**config.mk**
```make
export PLATFORM = sky130hd
export DESIGN_NAME = mealy_fsm
export DESIGN_NICKNAME = d
export VERILOG_FILES = /design/src/rtl/mealy_fsm_pkg.sv /design/src/rtl/mealy_fsm.sv
export SDC_FILE = /design/constraint.sdc
export NUM_CORES = 1
export LEC_CHECK = 0
export BUFFER_PORTS_ARGS = -buffer_cell sky130_fd_sc_hd__buf_2
export CELL_PAD_IN_SITES_DETAIL_PLACEMENT = 1
export CELL_PAD_IN_SITES_GLOBAL_PLACEMENT = 1
export CORE_AREA = 2 2 39 41
export CTS_BUF_LIST = sky130_fd_sc_hd__clkbuf_4
export DETAILED_ROUTE_END_ITERATION = 10
export DIE_AREA = 0 0 41 43
export PLACE_DENSITY_LB_ADDON = 0.1
export SLEW_MARGIN = 20
export SYNTH_ARGS = -nofsm -noshare
export SYNTH_HDL_FRONTEND = slang
export SYNTH_SLANG_ARGS = --single-unit
export TNS_END_PERCENT = 50
```
**constraint.sdc**
```tcl
create_clock -name clk -period 2.6 [get_ports clk]
set_input_delay 0.39 -clock clk [delete_from_list [all_inputs] [get_ports clk]]
set_output_delay 0.39 -clock clk [all_outputs]
set_load 0.02 [all_outputs]
```
**src/rtl/mealy_fsm_pkg.sv**
```systemverilog
// Shared types for the 010/101 Mealy sequence detector.
//   state_t : 3-bit state encoding. Codes 5..7 are illegal and recover to IDLE.
package mealy_fsm_pkg;

  typedef enum logic [2:0] {
    IDLE = 3'd0,  // no history
    S0   = 3'd1,  // last bit 0
    S1   = 3'd2,  // last bit 1
    S01  = 3'd3,  // last bits 01
    S10  = 3'd4   // last bits 10
  } state_t;

endpackage

```
**src/rtl/mealy_fsm.sv**
```systemverilog
// mealy_fsm: serial detector for the patterns 010 and 101.
// Mealy outputs are combinational, so a detect flag rises in the same cycle
// as the bit that completes the pattern.
//
// Parameters
//   OVERLAP : 1 = a completed pattern seeds the next one; 0 = restart from IDLE
//   EN_010  : 1 = report 010
//   EN_101  : 1 = report 101
// Ports
//   clk     : clock, rising edge
//   rst     : asynchronous reset, active high
//   in      : serial data bit
//   out     : det_010 | det_101
//   det_010 : current in completes 010
//   det_101 : current in completes 101
module mealy_fsm
  import mealy_fsm_pkg::*;
#(
  parameter int OVERLAP = 1,
  parameter int EN_010  = 1,
  parameter int EN_101  = 1
) (
  input  logic clk,
  input  logic rst,
  input  logic in,
  output logic out,
  output logic det_010,
  output logic det_101
);

  localparam logic OVL   = (OVERLAP != 0);
  localparam logic EN10  = (EN_010 != 0);
  localparam logic EN101 = (EN_101 != 0);

  state_t state, state_nxt;
  logic   hit_010, hit_101;

  always_ff @(posedge clk or posedge rst) begin
    if (rst) state <= IDLE;
    else     state <= state_nxt;
  end

  // Transitions never look at the enables. The enables only mask the
  // reported flags, so history tracking is identical in every configuration.
  always_comb begin
    state_nxt = IDLE;
    hit_010   = 1'b0;
    hit_101   = 1'b0;
    case (state)
      IDLE: state_nxt = in ? S1 : S0;
      S0:   state_nxt = in ? S01 : S0;
      S1:   state_nxt = in ? S1 : S10;
      S01: begin
        if (in) state_nxt = S1;
        else begin
          hit_010   = 1'b1;
          state_nxt = OVL ? S10 : IDLE;
        end
      end
      S10: begin
        if (in) begin
          hit_101   = 1'b1;
          state_nxt = OVL ? S01 : IDLE;
        end else state_nxt = S0;
      end
      default: state_nxt = IDLE;  // illegal code: flags stay 0
    endcase
  end

  // Gating with rst keeps the flags low during reset without relying on the
  // register having already settled.
  assign det_010 = hit_010 & EN10 & ~rst;
  assign det_101 = hit_101 & EN101 & ~rst;
  assign out     = det_010 | det_101;

endmodule

```
Word level (Yosys, flattened, before mapping):

Index checks and enable logic that the tools add are counted.

* equal/unequal tests: 4
* mux-type cells: 8
* bitwise operators: 4
* reduce and logical (&&, ||, !) cells: 3

Operators by type and width (count)
* $pmux W3 S3: 1
* $eq A3 B2 Y1 const B: 2
* $mux W1: 4
* $mux W2: 2
* $reduce_or A2 Y1: 2
* $eq A3 B1 Y1 const B: 1
* $eq A3 B3 Y1 const B: 1
* $logic_not A3 Y1: 1
* $mux W3: 1
* $and A1 B1 Y1: 2
* $not A1 Y1: 1
* $or A1 B1 Y1: 1

* register bits after elaboration: 3
* input port bits: 3
* output and inout bits: 3
* word-level logic and storage cells: 20

Logic depth before layout (Yosys ltp):

* word-level depth: 4
* mapped depth: 2
* depth with buffers taken out: 2

Least setup slack after synthesis:

Ideal clock, no wire load.

* path kind: reg-to-output
* start: register state[0]
* end: output port out
* arrival: 0.964 ns
* data required time: 2.210 ns
* setup slack: 1.246 ns
* cell stages (with the launch flop): 3
* path buffers: 0
* cells stage by stage: dfrtp_1 -> nand4bb_1 -> o2bb2ai_1

* word-level cells in the longest chain between the ends: 4
* elaborated cells between the ends (all ways): 7
* classes of those cells: eq/ne (2); mux (2); bitwise (3)

RTL lines
* start, declared: RTL line mealy_fsm.sv:35 `state_t state, state_nxt;`
* start signal, assigned: RTL line mealy_fsm.sv:40 `else state <= state_nxt;`
* $eq A3 B2 Y1 / $eq A3 B3 Y1 (equally long branches): RTL line mealy_fsm.sv:49 `case (state)`
* $mux W1: RTL line mealy_fsm.sv:49
* $and A1 B1 Y1 (on tied branches): RTL line mealy_fsm.sv:72, mealy_fsm.sv:73
* $or A1 B1 Y1 (*): RTL line mealy_fsm.sv:74 `assign out = det_010 | det_101;`
* end, declared: RTL line mealy_fsm.sv:26 `output logic out,`

Every way passes the cells marked *; elsewhere a longest branch is shown, timed or not.

Worst setup path in the final report:

* start: register state[2]
* end: output port out

Same word-level chain as after synthesis.

==> results summary <==
The post-route netlist has 43.5% of its cells at a drive strength greater than 1. The total inserted antenna cells is 0. The remaining global-route overflow is 0. The final setup TNS is 0 ps.

The number of setup buffers added after CTS came out at 0. In this run the standard cell core region covers about 1400 um2. The initial antenna violation count came out at 0. For this run, the number of standard cells in the final layout without fillers is 39. Across the run, the number of max-cap violations was 0. In this run, the number of DRC markers left after iteration 0 of detailed routing was 3. The detail-routed via count per cell is around 3.5.

The starting density of the core came out at around 11%. Ranked by instance count, the synthesized netlist is headed by 3 x sky130_fd_sc_hd__dfrtp_1, 2 x sky130_fd_sc_hd__and2_1. The final setup violation count is 0. The type of destination of the critical path is an output pin. Clock tree synthesis selected as its root buffer the cell sky130_fd_sc_hd__clkbuf_4. The final critical path time including I/O delays and setup came out at 1610 ps. The instance count of the mapped netlist came out at 14.

The cell row count is 14. The adder-cell share of the synthesized area is 0%. The run finished with clean final reports. Compared with the post-synthesis result, the final layout area differs by 48.8%. The routed layout has 135 vias. Before antenna repair, the detailed router went through 2 iterations.

Static timing analysis puts the maximum clock frequency at 622 MHz. The flip-flop and latch count after synthesis came out at 3. The simple-gate share of the synthesized area came out at 35.0%. The final count of hold timing violations was 0.

In this run the power density over the cells is ~700 nW/um2. The top-level port count is 6. Across the routed clock network, the largest skew measured is 4.00 ps. The cell-internal power is 126 uW. The top-area cell type share of the netlist area is 48.8%. The die area came out at 1760 um2. Of all cell types, the one taking the most synthesized area is sky130_fd_sc_hd__dfrtp_1.

In this run, flip-flops and latches consume between 30% and 40% of the power. In the post-synthesis netlist, the biggest area contributors are sky130_fd_sc_hd__dfrtp_1 49%, sky130_fd_sc_hd__and2_1 8.1%, sky130_fd_sc_hd__nor3b_2 8.1%, sky130_fd_sc_hd__nand4bb_1 7.3%, sky130_fd_sc_hd__o2bb2ai_1 5.7%. The placer's final routability congestion estimate is approximately 0.62. The compound-cell area share of the yosys netlist is roughly 14%. For this run, asynchronously set or reset flops after synthesis account for 100%.

The analysis attributes to net switching a power of 37.2 uW. Setup repair after global routing left no endpoint under its margin. The global-route wire length before repair came out at about 540 um.

In this run, the combinational gates consume 9.1% of the power. The number of library cell types mapped by synthesis came out at 11. The critical path is of the reg -> out type. The worst-case clock buffer depth is 2. STA classifies the critical path startpoint as a flip-flop.

The clock network power share is between 50% and 60%. The number of port buffers came out at 5. Counting flops per register, the top entry is state. The total DRC errors in the routed layout is 0. The per-cell routed wire length came out at approximately 9.0 um.

The number of clock sinks seen by CTS is 3. The number of hold buffers added after cts came out at 0. The number of synthesized flops with an enable pin came out at 0. The layout net count is 27. The highest ir drop seen on vdd is 0.137 mV. The die outline height is 43 um. The number of pins exceeding their max-slew limit in the final report came out at 0. The flip-flop count of the largest register after layout is 3. The endpoint required time on the critical path came out at between 2000 and 2500 ps. The number of gates resized after CTS is 0. The maximum fanout along the worst path came out at 5.

At the pin with the least slew margin, the transition time is 204 ps. STA puts the critical path data arrival time at about 1200 ps. In the global route stage, overall resource usage came out at 5.64%. The clock tree from TritonCTS is yes. The CTS buffer count came out at 3. In this run the horizontal extent of the chip is 41 um. The remaining max-slew budget at the tightest pin is a little under nine tenths.

The number of antenna-violating nets in the routed design is 0. The switching share of power is 22.7%. In this run the cell area of the synthesized design comes to between 150 and 200 um2. The sequential-to-total area share from yosys stat came out at about 49%. The fraction of the cycle the final worst path needs is around three fifths. The class of the tightest hold or removal check is in -> async. The prevailing post-synth register cell is sky130_fd_sc_hd__dfrtp_1.

In the final layout, the registers with the most flip-flops are state x3. The total number of yosys warnings came out at 0. After synthesis, the largest family of logic cells by area is simple AND/OR/NAND/NOR gates. The xor-xnor portion of the synthesized cell area is 0%. In the post-synthesis netlist, the cell with the most instances is sky130_fd_sc_hd__dfrtp_1. The via count of the first global-routing pass came out at 127. After clock tree synthesis, the clock-pin slew on the worst setup and hold paths is 40 ps. The leakage power came out at 0.000106 uW.

Clock latency on the worst-skew pair, taken at its later pin, is 230 ps. CTS built an H-tree with a depth of 1. The estimated wirelength of the detail-placed design came out at approximately 280 um. Counting every net in the synthesized netlist gives 17. Multiplexer cells account for 0% of the synthesized area.

The largest net degree at the start of global routing came out at 6. The total wirelength of the detailed-routed design is 352 um. The average instance area after synthesis came out at approximately 11 um2. In this run, placement finished with an instance count of 35.
[through the flow]
step	hold slack [ps]	area, um2	total power (uW)	utilization, %	worst slack [ps]
detailed placement	296	199	71.3	14.4	1150
finish	43.5	229	164	16.5	993
CTS	41.1	229	170	16.5	957
global route	48.9	229	176	16.5	882
floorplan	144	154	64.8	-	1250
global placement	292	199	71.5	14.4	1140
[cells by family after synthesis]
| family | count (synthesis) |
|---|---|
| flops | 3 |
| buf+inv | 1 |
| compound gates | 3 |
| simple gates | 7 |
[power by group through the flow]
| stage | clock [uW] | sequential (uW) | combinational (uW) |
|---|---|---|---|
| 5_1_grt | 103 | 55.9 | 17.3 |
| 3_3_place_gp | 0 | 56.0 | 15.5 |
| 4_1_cts | 98.8 | 55.3 | 15.5 |
| 3_5_place_dp | 0 | 55.9 | 15.4 |
| 6_report | 93.4 | 55.2 | 15.0 |
| 2_1_floorplan | 0 | 54.7 | 10.1 |
[worst max-delay path, cell delays in order (launching register included)]
cell and delay (ps):
sky130_fd_sc_hd__dfrtp_1 420, sky130_fd_sc_hd__nor3b_2 260, sky130_fd_sc_hd__o2bb2ai_1 140, sky130_fd_sc_hd__buf_2 180
[routing by layer]
metal	GRT usage, %	up-vias	routed length, um
met4	8.00	0	0
met1	4.87	63	147
li1	-	67	-
met5	0	-	0
met2	6.25	5	171
met3	4.71	0	34
[cell usage in the layout, fill, tap and decap left out, types with 2 or more instances in the layout]
| cell type | count |
|---|---|
| sky130_fd_sc_hd__buf_2 | 5 |
| sky130_fd_sc_hd__dfrtp_1 | 3 |
| sky130_fd_sc_hd__and2_1 | 2 |
| sky130_fd_sc_hd__clkbuf_4 | 4 |
[final cells by class]
| type | count | area (um2) |
|---|---|---|
| multi-input combinational | 10 | 75.1 |
| fill | 169 | 1150 |
| sequential | 3 | 75.1 |
| timing repair buffer | 5 | 25.0 |
| clock buffer | 4 | 30.0 |
| inverter | 1 | 3.75 |
| tap | 16 | 20.0 |
[path summary, 6_finish.rpt]
kind | startpoint | endpoint | slack [ps] | depth (start not counted)
max in group asynchronous | rst | state[2] | 2420 | 2
min | rst | state[0] | 40 | 2
min reg2reg | state[1] | state[0] | 470 | 1
max reg2reg | state[2] | state[0] | 1780 | 2
min in group clk | in | state[2] | 380 | 2
max | state[2] | out | 990 | 3
No activity file was read; power rests on OpenSTA's default activity.
